## config.mk

```make
export PLATFORM = sky130hd
export DESIGN_NAME = spi_master_tx
export DESIGN_NICKNAME = d
export VERILOG_FILES = /design/src/rtl/spi_master_tx.sv
export SDC_FILE = /design/constraint.sdc
export NUM_CORES = 1
export LEC_CHECK = 0
export ABC_AREA = 1
export ABC_CLOCK_PERIOD_IN_PS = 1600
export CAP_MARGIN = 20
export CORE_MARGIN = 2
export CORE_UTILIZATION = 60
export DETAILED_ROUTE_END_ITERATION = 12
export DONT_BUFFER_PORTS = 1
export PLACE_DENSITY = 0.75
export SYNTH_ARGS = -nofsm -noshare
export SYNTH_HDL_FRONTEND = slang
export SYNTH_SLANG_ARGS = --single-unit
```

## constraint.sdc

```tcl
create_clock -name CLK -period 1.6 [get_ports CLK]
set_clock_uncertainty 0.1 [all_clocks]
set_input_delay 0.16 -clock CLK [delete_from_list [all_inputs] [get_ports CLK]]
set_output_delay 0.16 -clock CLK [all_outputs]
set_load 0.02 [all_outputs]
```

## src/rtl/spi_master_tx.sv

```systemverilog
// SPI mode-0 master transmitter: accepts a parallel word over valid/ready and
// shifts it out as one chip-select frame on SPI_TX/SPI_CLK/SPI_CS.
module spi_master_tx #(
    parameter int unsigned CLK_DIV    = 2,
    parameter int unsigned DATA_WIDTH = 8,
    parameter int unsigned CS_GAP     = 2,
    parameter int unsigned MSB_FIRST  = 0
) (
    input  logic                  CLK,
    input  logic                  RST,
    input  logic [DATA_WIDTH-1:0] tx_data,
    input  logic                  tx_valid,
    output logic                  tx_ready,
    output logic                  tx_done,
    output logic                  busy,
    output logic                  SPI_TX,
    output logic                  SPI_CLK,
    output logic                  SPI_CS
);

    localparam int unsigned CNT_MAX = (CLK_DIV > CS_GAP) ? CLK_DIV : CS_GAP;
    localparam int unsigned CNT_W   = $clog2(CNT_MAX + 1);
    localparam int unsigned BIT_W   = $clog2(DATA_WIDTH) + 1;

    localparam logic [CNT_W-1:0] DIV_LAST = CNT_W'(CLK_DIV - 1);
    localparam logic [CNT_W-1:0] GAP_LAST = CNT_W'(CS_GAP - 1);
    localparam logic [BIT_W-1:0] BIT_LAST = BIT_W'(DATA_WIDTH - 1);

    typedef enum logic [2:0] {
        IDLE  = 3'd0,
        SETUP = 3'd1,
        HIGH  = 3'd2,
        LOW   = 3'd3,
        HOLD  = 3'd4,
        GAP   = 3'd5
    } state_t;

    state_t                state;
    logic [CNT_W-1:0]      cnt;
    logic [BIT_W-1:0]      bit_cnt;
    logic [DATA_WIDTH-1:0] shreg;
    logic [DATA_WIDTH-1:0] ordered_c;
    logic                  phase_end_c;

    // Word reordered so the first bit on the wire is always at index 0
    always_comb begin
        ordered_c = tx_data;
        if (MSB_FIRST != 0) begin
            for (int i = 0; i < int'(DATA_WIDTH); i++) begin
                ordered_c[i] = tx_data[int'(DATA_WIDTH) - 1 - i];
            end
        end
    end

    assign phase_end_c = (cnt == DIV_LAST);

    // shreg holds only the bits not yet driven; SPI_TX carries the current bit
    always_ff @(posedge CLK or negedge RST) begin
        if (!RST) begin
            state    <= IDLE;
            cnt      <= '0;
            bit_cnt  <= '0;
            shreg    <= '0;
            tx_ready <= 1'b1;
            tx_done  <= 1'b0;
            busy     <= 1'b0;
            SPI_TX   <= 1'b0;
            SPI_CLK  <= 1'b0;
            SPI_CS   <= 1'b1;
        end else begin
            tx_done <= 1'b0;
            case (state)
                IDLE: begin
                    if (tx_valid && tx_ready) begin
                        state    <= SETUP;
                        cnt      <= '0;
                        bit_cnt  <= '0;
                        shreg    <= {1'b0, ordered_c[DATA_WIDTH-1:1]};
                        SPI_TX   <= ordered_c[0];
                        SPI_CS   <= 1'b0;
                        tx_ready <= 1'b0;
                        busy     <= 1'b1;
                    end
                end
                SETUP: begin
                    if (phase_end_c) begin
                        cnt     <= '0;
                        state   <= HIGH;
                        SPI_CLK <= 1'b1;
                    end else begin
                        cnt <= cnt + CNT_W'(1);
                    end
                end
                HIGH: begin
                    if (phase_end_c) begin
                        cnt     <= '0;
                        SPI_CLK <= 1'b0;
                        if (bit_cnt == BIT_LAST) begin
                            state <= HOLD;
                        end else begin
                            state   <= LOW;
                            SPI_TX  <= shreg[0];
                            shreg   <= {1'b0, shreg[DATA_WIDTH-1:1]};
                            bit_cnt <= bit_cnt + BIT_W'(1);
                        end
                    end else begin
                        cnt <= cnt + CNT_W'(1);
                    end
                end
                LOW: begin
                    if (phase_end_c) begin
                        cnt     <= '0;
                        state   <= HIGH;
                        SPI_CLK <= 1'b1;
                    end else begin
                        cnt <= cnt + CNT_W'(1);
                    end
                end
                HOLD: begin
                    if (phase_end_c) begin
                        cnt     <= '0;
                        state   <= GAP;
                        SPI_CS  <= 1'b1;
                        SPI_TX  <= 1'b0;
                        tx_done <= 1'b1;
                    end else begin
                        cnt <= cnt + CNT_W'(1);
                    end
                end
                GAP: begin
                    if (cnt == GAP_LAST) begin
                        cnt      <= '0;
                        state    <= IDLE;
                        tx_ready <= 1'b1;
                        busy     <= 1'b0;
                    end else begin
                        cnt <= cnt + CNT_W'(1);
                    end
                end
                default: begin
                    state <= IDLE;
                end
            endcase
        end
    end

endmodule
```

---- Word level (Yosys, flattened, before mapping) ----
Index checks and enable logic that the tools add are counted.
storage, ports and cells
  word-level logic and storage cells ...... 74
  input bits .............................. 11
  output and inout bits ................... 6
  flip-flop bits (word level) ............. 23
operators by class
  muxes and demuxes ....................... 32
  $add $sub $neg .......................... 2
  reduce and logical (&&, ||, !) cells .... 17
  equality and inequality tests ........... 13
operators by type and width
  kind                 number
  $mux 8               3
  $mux 3               6
  $pmux 8 s2           1
  $pmux 3 s5           1
  $mux 4               3
  $ne 2x2->1 const B   5
  $reduce_and 5->1     2
  $reduce_bool 2->1    5
  $mux 1               9
  $reduce_and 3->1     3
  $pmux 1 s2           4
  $pmux 4 s2           1
  $eq 3x2->1 const B   2
  $eq 3x3->1 const B   2
  $reduce_or 5->1      1
  $add 4x1->4 const B  1
  $eq 4x3->1 const B   1
  $mux 2               2
  $pmux 2 s2           1
  $reduce_and 4->1     1
  $eq 3x1->1 const B   1
  $logic_not 3->1      1
  $pmux 1 s3           1
  $reduce_bool 3->1    1
  6 further kinds      6

---- Logic depth before layout (Yosys ltp) ----
  depth after elaboration ................. 4
  gate-level depth with buffers ........... 10
  depth with buffers taken out ............ 8

---- Worst setup path after synthesis ----
No wires, ideal clock.
  kind .................................... register -> register
  from .................................... reg bit_cnt[0]
  to ...................................... reg bit_cnt[2]
  stages on the path, launching flop included .. 9
  arrival time ............................ 1.195 ns
  data required time ...................... 1.385 ns
  slack ................................... 0.190 ns
  path buffers ............................ 1
  path through ............................ dfrtp_1 > ha_1 > nand3_1 > nand2_4 > nand2_4 > nand2_4 > buf_12 > nand2_2 > nand2_2
on the way
  longest elaborated chain between the ends .. 4
  elaborated cells on any way between the ends .. 7
  those cells by class .................... add/sub (1); eq/ne (2); mux (3); reduce/logical (1)
RTL lines
  element                 line  source
  start, declared         40    logic [BIT_W-1:0] bit_cnt;
  start signal, assigned  104   bit_cnt <= bit_cnt + BIT_W'(1);
  $add 4x1->4             104
  $mux 4                  98    if (bit_cnt == BIT_LAST) begin
  $mux 4                  95    if (phase_end_c) begin
  $pmux 4 s2              72    case (state)
Several ways; a longest one is shown, not always the timed one. The select of a mux whose other input is x is not followed.
A chain may end at the register's enable or synchronous reset.

---- Worst setup path in the final report ----
  from .................................... reg bit_cnt[0]
  to ...................................... reg bit_cnt[0]
The elaborated chain is that of the path after synthesis.

==> results_dict.tcl <==
set metrics [dict create \
    crit_fanout 11 \
    diodes 0 \
    yosysWarningCount 0 \
    critical-path-max-stage-delay_ps 460 \
    wl_per_cell_um 12.8 \
    fin_setup_tns_ps 0 \
    synthAdderAreaFrac 0.00984 \
    critPathSlowestCell "dfrtp_2" \
    fin_crit_ps 1530 \
    final_common_cell "nand2_1" \
    min_path_type "input port to flop" \
    worst_ep_arrival_time_ps 1640 \
    maxSlewHeadroom 0.672 \
    drt_iter0_drc 35 \
    dp_hpwl_um 1770 \
    min_path_cells 4 \
    num_vias 1069 \
    synth_area_um2 1270 \
    synth_top_family_by_area "simple AND/OR/NAND/NOR gates" \
    first_pass_iters 8 \
    grt_pass1_wl_um 4330 \
    dp_worst_setup_slack_ps 68.1 \
    path_class "flop to flop" \
    slew_violations 0 \
    layout-drive-gt1-share 0.243 \
    cts_sinks 22 \
    wl_um 2560 \
    synth_compound_area_frac 0.0276 \
    avgSynthCellArea_um2 7.85 \
    hold_viol_final 0 \
    power_density_nw_per_um2 1940 \
    cts_tree "yes" \
    fp.dieArea_um2 2500 \
    core-area_um2 1980 \
    nets 186 \
    drc 2 \
    start_kind "flop" \
    grt.overflow.total 0 \
    synth_nets 174 \
    period_share 0.955 \
    critPathCaptureType "flop" \
    max-vdd-ir-drop_mv 1.54 \
    drtAntennaViolNets 0 \
    vias_per_cell 5.35 \
    clock_latency_ps 300 \
    fmax_mhz 655 \
    worst_slew_pin_slew_ps 490 \
    cap_violations 0 \
    die_w_um 50.0 \
    grt_pass1_vias 978 \
    ys_ff_latch 22 \
    cts_setup_buffers 0 \
    die_h_um 50.0 \
    violations "DRC" \
    crit_chain "ha_1 -> nand3_1 -> nand2_4 -> nand2_4 -> nand2_8 -> nand2_2 -> nand2_2" \
    grt_max_degree 23 \
    ys_seq_area_frac 0.435 \
    reg2reg_depth 7 \
    rows 16 \
    synthSimpleGateAreaFrac 0.439 \
    muxShareOfSynthArea 0 \
    worstPathRequired_ps 1710 \
    netlist_instances 162 \
    htreeDepth 1 \
    final_cell_mix "nand2_1 (56), nand3_1 (21), nand2_2 (19)" \
    antenna_found_initial 0 \
    synth_xor_area_frac 0 \
    synth_cell_types 23 \
    rsz0062_at_grt "no" \
    cts_buffer_depth 2 \
    ios 17 \
    setup_viol 0 \
    finalWeightedCongestion 0.882 \
    grt_use_total 0.223 \
    outcome "finished, violations left" \
    syn_to_final_growth_pct 9.84 \
    cts_root_buffer "clkbuf_4" \
    floorplan.initialDensity 0.641 \
    path_clk_slew_ps 120 \
    io_buffers 0 \
    setup_slack_ps 72.2 \
    fillers 158 \
    cts_buffers 3 \
    p_leak_nw 0.748 \
]
-- worst max-delay path: cells and delay by family, from the launching register on --
family	cells	cell delay, ps
fa+ha+maj	1	230
flops	1	460
simple gates	6	650
-- layout make-up --
type / instances / area [um2] / area share
clock buffer: 4 / 26.3 / 0.0188
tap: 27 / 33.8 / 0.0242
multi-input combinational: 122 / 614 / 0.440
timing repair buffer: 12 / 113 / 0.0806
sequential: 22 / 556 / 0.398
inverter: 13 / 53.8 / 0.0385
-- layer usage --
metal / vias up / part of all wire / GRT usage
li1: 535 / - / -
met1: 500 / 0.46 / 0.303
met2: 32 / 0.48 / 0.375
met3: 2 / 0.049 / 0.0273
met4: 0 / 0.0090 / 0.0556
met5: - / 0 / 0
-- sequential cells by signal (all words and copies together) (netlist names) --
| name | flops |
|---|---|
| shreg | 7 |
| bit_cnt | 4 |
| state | 3 |
| cnt | 2 |
| SPI_CLK | 1 |
| SPI_CS | 1 |
| SPI_TX | 1 |
| busy | 1 |
| tx_done | 1 |
| tx_ready | 1 |
-- metrics by stage --
| stage | util | cell area (um2) | power (mW) | hold WS [ps] | instances |
|---|---|---|---|---|---|
| 3_3_place_gp | 0.648 | 1280 | 2.33 | -235 | 189 |
| 5_1_grt | 0.705 | 1400 | 2.95 | 26.8 | 200 |
| 2_1_floorplan | - | 1270 | 2.23 | -236 | 162 |
| 3_5_place_dp | 0.648 | 1280 | 2.38 | -235 | 189 |
| 4_1_cts | 0.691 | 1370 | 2.67 | 0.996 | 199 |
| 6_report | 0.705 | 1400 | 2.71 | 15.5 | 200 |
-- power by group --
group | total [mW] | switching (mW) | internal [mW]
clock | 0.263 | 0.166 | 0.0969
sequential | 1.06 | 0.264 | 0.794
combinational | 1.39 | 0.907 | 0.481
-- cell usage after synthesis --
cell / instances / share of area
nand2_1: 56 / 0.17
inv_1: 10 / 0.030
buf_12: 1 / 0.016
buf_2: 1 / 0.0039
nand4_1: 2 / 0.0098
nor3_1: 1 / 0.0039
dfrtp_1: 20 / 0.39
nor2_2: 1 / 0.0049
inv_6: 1 / 0.0069
o21ai_0: 3 / 0.012
a21oi_1: 2 / 0.0079
nor2_4: 1 / 0.0089
nand3_2: 1 / 0.0079
nand2_4: 4 / 0.035
inv_2: 2 / 0.0059
nor2_1: 7 / 0.021
dfstp_2: 2 / 0.041
buf_6: 3 / 0.027
nand3b_1: 1 / 0.0059
o21ai_1: 2 / 0.0079
nand3_1: 21 / 0.083
ha_1: 1 / 0.0098
nand2_2: 19 / 0.094
-- path summary, 6_finish.rpt --
| check | endpoint | slack (ps) | start |
|---|---|---|---|
| worst max-delay path | bit_cnt[0]$_DFFE_PN0P_ | 70 | bit_cnt[0]$_DFFE_PN0P_ |
| worst min-delay path | shreg[5]$_DFFE_PN0P_ | 20 | tx_data[6] |
| worst max register to register | bit_cnt[0]$_DFFE_PN0P_ | 70 | bit_cnt[0]$_DFFE_PN0P_ |
| worst min register to register | shreg[4]$_DFFE_PN0P_ | 400 | shreg[4]$_DFFE_PN0P_ |
| max in group asynchronous | tx_ready$_DFFE_PN1P_ | 720 | RST |
| min in group asynchronous | bit_cnt[3]$_DFFE_PN0P_ | 140 | RST |
-- what timing repair did --
action	4_1_cts	5_1_grt
endpoints found under the hold margin	27	0
gates resized for setup	0	3
setup endpoints to repair	0	11
hold buffers	6	0
-- logic make-up after synthesis --
kind of cell             Yosys count
adder cells (fa/ha/maj)            1
buffers and inverters             18
flip-flops                        22
AND/OR/NAND/NOR                  114
AO/OA/AOI/OAI                      7
No activity file was read; power rests on OpenSTA's default activity.
